--- config.mk ---
export PLATFORM = sky130hd
export DESIGN_NAME = gate_arbiter
export DESIGN_NICKNAME = d
export VERILOG_FILES = /design/src/rtl/gate_arbiter.sv
export SDC_FILE = /design/constraint.sdc
export NUM_CORES = 1
export LEC_CHECK = 0
export CAP_MARGIN = 5
export CORE_MARGIN = 2
export CORE_UTILIZATION = 47
export CTS_CLUSTER_SIZE = 10
export DETAILED_ROUTE_END_ITERATION = 10
export GPL_TIMING_DRIVEN = 0
export PLACE_DENSITY = 0.83
export SETUP_SLACK_MARGIN = 0.1
export SLEW_MARGIN = 10
export SYNTH_ARGS = -nofsm -noshare
export SYNTH_HDL_FRONTEND = slang
export SYNTH_SLANG_ARGS = --single-unit
--- constraint.sdc ---
create_clock -name clk -period 3.3 [get_ports clk]
set_input_delay 0.66 -clock clk [delete_from_list [all_inputs] [get_ports clk]]
set_output_delay 0.66 -clock clk [all_outputs]
set_load 0.02 [all_outputs]
--- src/rtl/gate_arbiter.sv ---
`default_nettype none
// +--------------------------------------------------------------------------+
// | gate_arbiter: round-robin arbiter serialising N requesters onto one      |
// | shared AND/NAND unit with a valid/ready response.   Revision: 1.0        |
// +--------------------------------------------------------------------------+
module gate_arbiter #(
    parameter int N = 4
) (
    input  logic         clk,
    input  logic         rst_n,
    input  logic [N-1:0] req,
    input  logic [N-1:0] a,
    input  logic [N-1:0] b,
    output logic [N-1:0] gnt,
    output logic         busy,
    output logic         rsp_valid,
    input  logic         rsp_ready,
    output logic [2:0]   rsp_id,
    output logic [1:0]   rsp_c
);

    localparam logic [1:0] S_IDLE = 2'd0;
    localparam logic [1:0] S_EXEC = 2'd1;
    localparam logic [1:0] S_RESP = 2'd2;

    logic [1:0]   state_q, state_d;
    logic [2:0]   ptr_q, ptr_d;
    logic [N-1:0] gnt_q, gnt_d;
    logic         op_a_q, op_a_d;
    logic         op_b_q, op_b_d;
    logic [2:0]   id_q, id_d;
    logic [1:0]   rsp_c_q, rsp_c_d;
    logic [2:0]   rsp_id_q, rsp_id_d;

    logic [7:0]   w_req8, w_a8, w_b8;
    logic [3:0]   w_sum;
    logic         w_found;
    logic [2:0]   w_win;
    logic [N-1:0] w_gnt;

    assign w_req8 = 8'(req);
    assign w_a8   = 8'(a);
    assign w_b8   = 8'(b);

    // Round-robin search starting just after the last served requester.
    always_comb begin
        w_found = 1'b0;
        w_win   = 3'd0;
        w_sum   = 4'd0;
        for (int k = 1; k <= N; k++) begin
            w_sum = {1'b0, ptr_q} + 4'(k);
            if (w_sum >= 4'(N)) begin
                w_sum = w_sum - 4'(N);
            end
            if (!w_found && w_req8[w_sum[2:0]]) begin
                w_found = 1'b1;
                w_win   = w_sum[2:0];
            end
        end
    end

    always_comb begin
        w_gnt = '0;
        for (int i = 0; i < N; i++) begin
            w_gnt[i] = (3'(i) == w_win);
        end
    end

    always_comb begin
        state_d  = state_q;
        ptr_d    = ptr_q;
        gnt_d    = '0;
        op_a_d   = op_a_q;
        op_b_d   = op_b_q;
        id_d     = id_q;
        rsp_c_d  = rsp_c_q;
        rsp_id_d = rsp_id_q;
        case (state_q)
            S_IDLE: begin
                if (w_found) begin
                    gnt_d   = w_gnt;
                    op_a_d  = w_a8[w_win];
                    op_b_d  = w_b8[w_win];
                    id_d    = w_win;
                    state_d = S_EXEC;
                end
            end
            S_EXEC: begin
                rsp_c_d  = {~(op_a_q & op_b_q), op_a_q & op_b_q};
                rsp_id_d = id_q;
                state_d  = S_RESP;
            end
            S_RESP: begin
                // Pointer moves only on handshake so stalls keep the order.
                if (rsp_ready) begin
                    ptr_d   = rsp_id_q;
                    state_d = S_IDLE;
                end
            end
            default: state_d = S_IDLE;
        endcase
    end

    always_ff @(posedge clk) begin
        if (!rst_n) begin
            state_q  <= S_IDLE;
            ptr_q    <= 3'(N - 1);
            gnt_q    <= '0;
            op_a_q   <= 1'b0;
            op_b_q   <= 1'b0;
            id_q     <= 3'd0;
            rsp_c_q  <= 2'd0;
            rsp_id_q <= 3'd0;
        end else begin
            state_q  <= state_d;
            ptr_q    <= ptr_d;
            gnt_q    <= gnt_d;
            op_a_q   <= op_a_d;
            op_b_q   <= op_b_d;
            id_q     <= id_d;
            rsp_c_q  <= rsp_c_d;
            rsp_id_q <= rsp_id_d;
        end
    end

    assign gnt       = gnt_q;
    assign busy      = (state_q != S_IDLE);
    assign rsp_valid = (state_q == S_RESP);
    assign rsp_id    = rsp_id_q;
    assign rsp_c     = rsp_c_q;

endmodule
`default_nettype wire

# Yosys cells after proc, flatten, opt, wreduce, memory -nomap -nowiden
# Cells that the tools add are included.
# totals
ff_bits	19
out_inout_bits	11
# classes
n_reduce_logical	13
n_addsub	8
mux	27
n_bitwise	2
n_eq_ne	7
order_cmp	9
# ops
op	count
two-way mux 3 bit	8
less-than comparator 3 x 4 -> 1 bit, second input constant	5
binary-select mux 1 bit (select 3 bit)	6
greater-or-equal comparator 4 x 3 -> 1 bit, second input constant	4
subtractor 3 bit, second input constant	4
two-way mux 1 bit	10
adder 3 x 2 -> 4 bit, second input constant	2
== test 2 x 3 -> 1 bit, first input constant	2
case mux 2 bit (3 select lines)	1
AND reduction 2 bit	3
adder 3 x 1 -> 4 bit, second input constant	1
adder 3 x 3 -> 4 bit, second input constant	1
two-way mux 2 bit	2
== test 1 x 3 -> 1 bit, first input constant	1
logical AND 1 bit	3
logical NOT 1 bit	3
logical NOT 3 bit	1
AND reduction 3 bit	1
== test 2 x 1 -> 1 bit, second input constant	1
== test 2 bit, second input constant	1
logical NOT 2 bit	1
!= test 2 x 1 -> 1 bit, second input constant	1
!= test 2 bit, second input constant	1
nonzero test 2 bit	1
2 further kinds	2

# Longest topological paths before layout
# Gate-level depths: netlist of run 1.
# depth
ltp_word	17
ltp_mapped	10
mapped_depth_nobuf	8

# Least setup slack after synthesis of run 1
# Ideal clock, no wire load.
# synth_timing
path_type	reg-to-reg
from	reg ptr_q[1]
to	reg op_a_q
setup_time_ps	138
stages_incl_launch_ff	11
setup_slack_ps	680
t_arrival_ps	2482
t_required_ps	3162
period_less_slack_ps	2620
cell_sequence	dfxtp_1 > clkbuf_1 > inv_1 > ha_1 > buf_6 > mux4_2 > o21a_4 > a221oi_4 > o22ai_4 > mux2i_1 > o221ai_1
# synth_via
elab_chain_len	17
# synth_lines
element	line_no	source
start, declared	27	logic [2:0] ptr_q, ptr_d;
start signal, assigned	107	ptr_q <= 3'(N - 1);
start signal, assigned	116	ptr_q <= ptr_d;
adder 3 x 1 -> 4 bit	51	w_sum = {1'b0, ptr_q} + 4'(k);
greater-or-equal comparator 4 x 3 -> 1 bit / subtractor 3 bit (equally long branches)	52, 53	
two-way mux 3 bit	52	if (w_sum >= 4'(N)) begin
binary-select mux 1 bit (select 3 bit)	55	if (!w_found && w_req8[w_sum[2:0]]) begin
two-way mux 1 bit (not written as such)	55	
two-way mux 1 bit	55	
logical NOT 1 bit	55	
logical AND 1 bit	55	
two-way mux 1 bit	55	
logical NOT 1 bit	55	
logical AND 1 bit	55	
two-way mux 1 bit	55	
logical NOT 1 bit	55	
logical AND 1 bit	55	
two-way mux 3 bit	55	
binary-select mux 1 bit (select 3 bit)	82	op_a_d = w_a8[w_win];
two-way mux 1 bit (not written as such)	82	
end signal, assigned	118	op_a_q <= op_a_d;
end, declared	29	logic op_a_q, op_a_d;
# Several ways; a longest one is shown, not always the timed one. The select of a mux whose other input is x is not followed.
# A chain may end at the register's enable or synchronous reset.

# Worst setup path after layout of run 1
# Same ends and word-level chain as after synthesis.

==> impl_metrics.py, run 1 <==
metrics = {
    "grt": {
        "grt_max_degree": 13,
        "track_usage": 0.206,
        "grt_pass1_wl_microns": 4100,
        "overflow": 0,
        "antenna_found_initial": 0,
        "grt_pass1_vias": 949,
    },
    "synth": {
        "synth_top_family_by_area": "simple AND/OR/NAND/NOR gates",
        "async_flop_share": 0,
        "ys.flop_type": "dfxtp_1",
        "synth.distinct_cells": 39,
        "avgSynthCellArea_sq_um": 10.1,
        "synth_fa_ha_area_frac": 0.0223,
        "yosys.area_share.simple": 0.215,
        "yosysWarnings": 0,
        "synth-seq-area-share": 0.339,
        "synth_compound_area_frac": 0.185,
        "synth-edff-count": 0,
        "synth-xor-area-share": 0.00781,
        "synth_cells": 111,
        "ys_ff_latch": 19,
        "synth_mux_area_frac": 0.190,
        "synthesis.area_sq_um": 1120,
        "synth.net_count": 128,
    },
    "clocking": {
        "cts_tree": "yes",
        "path_clk_slew_ps": 110,
        "holdBufCountCts": 0,
        "clock_latency_ps": 310,
        "htreeDepth": 1,
        "cts_buffers": 3,
        "cts_setup_buffers": 0,
        "clock_sinks": 19,
        "cts_resized": 0,
        "cts.path.max_buffers": 2,
        "root_buffer": "clkbuf_4",
    },
    "setup_path": {
        "path_class": "register to register",
        "worstPathArrival_ps": 3100,
        "slowest_delay_ps": 520,
        "path_cells": "clkbuf_1 > inv_1 > ha_1 > buf_6 > mux4_2 > o21a_4 > a221oi_4 > o22ai_4 > mux2i_1 > o221ai_1",
        "start_kind": "register",
        "crit_slowest_cell": "mux4_2",
        "critPathMaxFanout": 9,
        "end_kind": "register",
        "crit_required_ps": 3490,
    },
    "pwr": {
        "leakage_nw": 0.582,
        "power_density_nw_per_um2": 410,
        "irDropWorstVdd_mv": 0.318,
    },
    "timing": {
        "period_needed_ps": 2910,
        "slew_violations": 0,
        "skew_ps": 0.825,
        "rsz0062_at_grt": "no",
        "finalCritPeriodShare": 0.883,
        "tns_ps": 0,
        "worst_pin_slew_ps": 584,
        "relSlewSlack": 0.607,
        "hold_viol": 0,
        "finalSetupViolations": 0,
        "fmax_mhz": 343,
    },
    "job": {
        "max_cap_violations": 0,
    },
    "outcome": {
        "status": "finished clean",
    },
    "final_layout": {
        "synthToLayoutAreaGrowth_pct": 28.1,
        "fin_cells": 168,
        "drive_above_1_share": 0.114,
        "fin_nets": 158,
        "antenna_cells": 0,
        "final_cell_mix": "clkdlybuf4s50_1 (25), dfxtp_1 (19), mux2i_1 (13)",
        "n_fill_cell": 194,
        "final_common_cell": "clkdlybuf4s50_1",
    },
    "floorplanning": {
        "initial_core_util": 0.502,
        "die_h_microns": 52.8,
        "die_width_microns": 52.8,
        "num_rows": 17,
        "ios": 26,
        "die_area_sq_um": 2790,
        "core_area_sq_um": 2230,
    },
    "placed_design": {
        "gp_congestion": 0.822,
        "dpl.cell_count": 164,
        "hpwl_microns": 1870,
        "portBuffers": 25,
    },
    "drt": {
        "drtAntennaViolNets": 0,
        "drt-vias-per-instance": 5.57,
        "totalWireLength_microns": 2440,
        "drc": 0,
        "vias": 936,
        "dr.pass1.iters": 5,
        "wl_per_cell_microns": 14.5,
        "drtIter0Drc": 10,
    },
    "hold_path": {
        "min_path_type": "register to register",
    },
}
[registers in the layout, indices dropped and copies added (netlist names)]
name     flops
state_q      2
id_q         3
gnt          4
op_a_q       1
ptr_q        3
op_b_q       1
rsp_id       3
rsp_c        2
[critical path: cells and delay by family, from the launching register on]
kind | cells | cell delay (ps)
compound gates | 4 | 780
fa+ha+maj | 1 | 310
buf+inv | 3 | 610
mux | 2 | 730
flops | 1 | 350
[cell type report]
type / instances / area [sq um] / share of cell area
Timing Repair Buffer: 25 / 250 / 0.174
Sequential cell: 19 / 380 / 0.265
Buffer: 5 / 30.0 / 0.0209
Tap cell: 28 / 35.0 / 0.0244
Multi-Input combinational cell: 83 / 696 / 0.484
Clock inverter: 1 / 7.51 / 0.00523
Inverter: 4 / 15.0 / 0.0105
Clock buffer: 3 / 22.5 / 0.0157
[stage by stage]
| stage | utilization | setup slack, ps | cell area, sq um | hold slack (ps) | power (mW) |
|---|---|---|---|---|---|
| 2_1_floorplan | - | 680 | 1120 | 466 | 0.403 |
| 3_3_place_gp | 0.630 | 419 | 1410 | 468 | 0.462 |
| 3_5_place_dp | 0.630 | 354 | 1410 | 476 | 0.469 |
| 4_1_cts | 0.643 | 372 | 1440 | 496 | 0.595 |
| 5_1_grt | 0.643 | 153 | 1440 | 534 | 0.623 |
| 6_report | 0.643 | 387 | 1440 | 488 | 0.589 |
[report_power, final]
group,internal (mW),switching [mW],total [mW],leakage [nW]
Combinational,0.101,0.103,0.204,0.413
Sequential,0.249,0.0102,0.260,0.155
Clock,0.0464,0.0786,0.125,0.0139
[synthesized netlist by cell type (all sizes together), types with 2 or more instances]
| cell | count | area [sq um] |
|---|---|---|
| and2 | 3 | 18.8 |
| mux4 | 3 | 71.3 |
| nand2 | 9 | 33.8 |
| a32oi | 2 | 17.5 |
| nand3b | 2 | 15.0 |
| nor2b | 9 | 56.3 |
| nor2 | 4 | 15.0 |
| clkbuf | 3 | 11.3 |
| o21ai | 2 | 13.8 |
| nand3 | 8 | 40.0 |
| ha | 2 | 25.0 |
| and3b | 2 | 17.5 |
| buf | 2 | 18.8 |
| dfxtp | 19 | 380 |
| o221ai | 2 | 17.5 |
| nand2b | 3 | 18.8 |
| mux2i | 13 | 130 |
| inv | 4 | 15.0 |
| o21a | 2 | 22.5 |
| a21boi | 2 | 15.0 |
[layer usage]
metal	wire length [microns]	global-route usage	vias up
met5	0	0	-
met4	44	0.103	0
met3	99	0.0657	5
met2	1220	0.342	20
met1	1080	0.236	444
li1	-	-	467
[worst paths after layout]
check	start	endpoint	slack, ps	cells after the start
setup / recovery	ptr_q[1]$_SDFFE_PN1P_	op_a_q$_SDFFE_PN0P_	390	10
hold / removal	rsp_c[0]$_SDFFE_PN0N_	rsp_c[0]$_SDFFE_PN0N_	490	2
setup reg to reg	ptr_q[1]$_SDFFE_PN1P_	op_a_q$_SDFFE_PN0P_	390	10
hold reg to reg	rsp_c[0]$_SDFFE_PN0N_	rsp_c[0]$_SDFFE_PN0N_	490	2
[kinds of logic (layout without fill, tap and decap cells)]
| group | count (synthesis) | after routing |
|---|---|---|
| AO/OA/AOI/OAI | 19 | 19 |
| XOR/XNOR | 1 | 1 |
| adder cells (fa/ha/maj) | 2 | 2 |
| buffers and inverters | 9 | 38 |
| flip-flops | 19 | 19 |
| multiplexers | 17 | 17 |
| AND/OR/NAND/NOR | 44 | 44 |
Power figures use the tool's default switching activity.
==> inputs of run 2 (changes only) <==
--- a/config.mk
+++ b/config.mk
@@ -10,8 +10,11 @@
 export CORE_UTILIZATION = 47
 export CTS_CLUSTER_SIZE = 10
 export DETAILED_ROUTE_END_ITERATION = 10
+export GPL_ROUTABILITY_DRIVEN = 0
 export GPL_TIMING_DRIVEN = 0
+export HOLD_SLACK_MARGIN = 0.05
 export PLACE_DENSITY = 0.83
+export RECOVER_POWER = 100
 export SETUP_SLACK_MARGIN = 0.1
 export SLEW_MARGIN = 10
 export SYNTH_ARGS = -nofsm -noshare
==> impl_metrics.py, run 2 (same netlist as run 1, synthesis figures left out) <==
metrics = {
    "final_layout": {
        "final_core_util": 0.636,
        "drive_above_1_share": 0.107,
        "antenna_cells": 0,
        "fin_cells": 168,
        "final_common_cell": "dfxtp_1",
        "finalInstanceArea_sq_um": 1420,
        "largest_reg_flops": 4,
        "synthToLayoutAreaGrowth_pct": 26.8,
        "fin_nets": 158,
        "final_cell_mix": "dfxtp_1 (19), mux2i_1 (13), dlygate4sd3_1 (13)",
    },
    "drt": {
        "wl_per_cell_microns": 14.5,
        "drtAntennaViolNets": 0,
        "vias": 948,
        "drtIter0Drc": 9,
        "totalWireLength_microns": 2440,
        "drc": 0,
        "dr.pass1.iters": 4,
        "drt-vias-per-instance": 5.64,
    },
    "setup_path": {
        "timing.rr.end": "op_a_q$_SDFFE_PN0P_",
        "critPathMaxFanout": 9,
        "worstRegToRegCells": 10,
        "rr_startpoint": "ptr_q[1]$_SDFFE_PN1P_",
        "r2r_slack_ps": 290,
        "crit_start": "ptr_q[1]$_SDFFE_PN1P_",
        "start_kind": "register",
        "crit_required_ps": 3490,
        "path_class": "register to register",
        "timing.critical_path.to": "op_a_q$_SDFFE_PN0P_",
        "worstPathArrival_ps": 3200,
        "end_kind": "register",
    },
    "grt": {
        "overflow": 0,
        "antenna_found_initial": 0,
        "grt_max_degree": 13,
        "track_usage": 0.206,
        "grt_pass1_wl_microns": 4100,
        "grt_pass1_vias": 949,
    },
    "timing": {
        "worst_slack_ps": 294,
        "holdWs_ps": 484,
        "fmax_mhz": 333,
        "slew_violations": 0,
        "hold_viol": 0,
        "relSlewSlack": 0.607,
        "rsz0062_at_grt": "no",
        "worst_pin_slew_ps": 583,
        "finalSetupViolations": 0,
        "skew_ps": 2.37,
        "tns_ps": 0,
        "finalCritPeriodShare": 0.911,
        "period_needed_ps": 3010,
    },
    "clocking": {
        "htreeDepth": 1,
        "clock_latency_ps": 310,
        "clock_sinks": 19,
        "cts_buffers": 3,
        "cts_resized": 0,
        "path_clk_slew_ps": 110,
        "root_buffer": "clkbuf_4",
        "cts_tree": "yes",
        "holdBufCountCts": 0,
        "cts_setup_buffers": 0,
        "cts.path.max_buffers": 2,
    },
    "placed_design": {
        "dpl.cell_count": 164,
        "portBuffers": 25,
        "place_area_sq_um": 1410,
        "place_ws_ps": 354,
        "hpwl_microns": 1870,
    },
    "pwr": {
        "irDropWorstVdd_mv": 0.316,
        "power_mw": 0.578,
        "leakage_nw": 0.615,
        "power_density_nw_per_um2": 407,
    },
    "outcome": {
        "status": "finished clean",
    },
    "hold_path": {
        "min_path_type": "register to register",
    },
    "floorplanning": {
        "ios": 26,
        "initial_core_util": 0.502,
        "die_h_microns": 52.8,
        "die_width_microns": 52.8,
        "num_rows": 17,
        "die_area_sq_um": 2790,
        "core_area_sq_um": 2230,
    },
    "job": {
        "max_cap_violations": 0,
    },
}
run 2: cell types whose count changed in the layout (fill, tap and decap cells not counted), sizes merged:
cell	before	now
clkdlybuf4s50	25	12
dlygate4sd3	0	13
run 2: worst min path at each step:
stage	startpoint	end	slack, ps	cells past startpoint
final	rsp_c[0]$_SDFFE_PN0N_	rsp_c[0]$_SDFFE_PN0N_	480	2
after global placement	rsp_c[0]$_SDFFE_PN0N_	rsp_c[0]$_SDFFE_PN0N_	470	2
after CTS	rsp_c[0]$_SDFFE_PN0N_	rsp_c[0]$_SDFFE_PN0N_	500	2
after global routing	rsp_id[0]$_SDFFE_PN0N_	ptr_q[0]$_SDFFE_PN1P_	530	2
after detailed placement	rsp_c[0]$_SDFFE_PN0N_	rsp_c[0]$_SDFFE_PN0N_	480	2
after floorplan	op_b_q$_SDFFE_PN0P_	op_b_q$_SDFFE_PN0P_	470	2
run 2: per-layer routing:
| layer | GRT usage | routed length, microns |
|---|---|---|
| met1 | 0.236 | 1030 |
| met3 | 0.0657 | 107 |
| met4 | 0.103 | 46 |
| met5 | 0 | 0 |
| met2 | 0.342 | 1250 |
run 2: report_power, final:
part           switching, mW  internal (mW)
logic                 0.0996         0.0941
registers            0.00986          0.249
clock network         0.0794         0.0463
total                  0.189          0.390
run 2: cell type report:
cell class | instances | area (sq um)
fillers | 195 | 812
multi-input cells | 83 | 681
flip-flops and latches | 19 | 380
repair buffers | 25 | 250
well taps | 28 | 35.0
plain buffers | 5 | 30.0
clock buffers | 3 | 22.5
inverters | 4 | 15.0
clock inverters | 1 | 7.51
run 2: worst max-delay path, stage by stage, from the launching register on:
cell and delay, ps:
dfxtp_1 350, clkbuf_1 330, inv_1 140, ha_1 310, buf_6 140, mux4_2 510
o21a_1 190, a221oi_4 310, o22ai_2 230, mux2i_1 240, o221ai_1 130
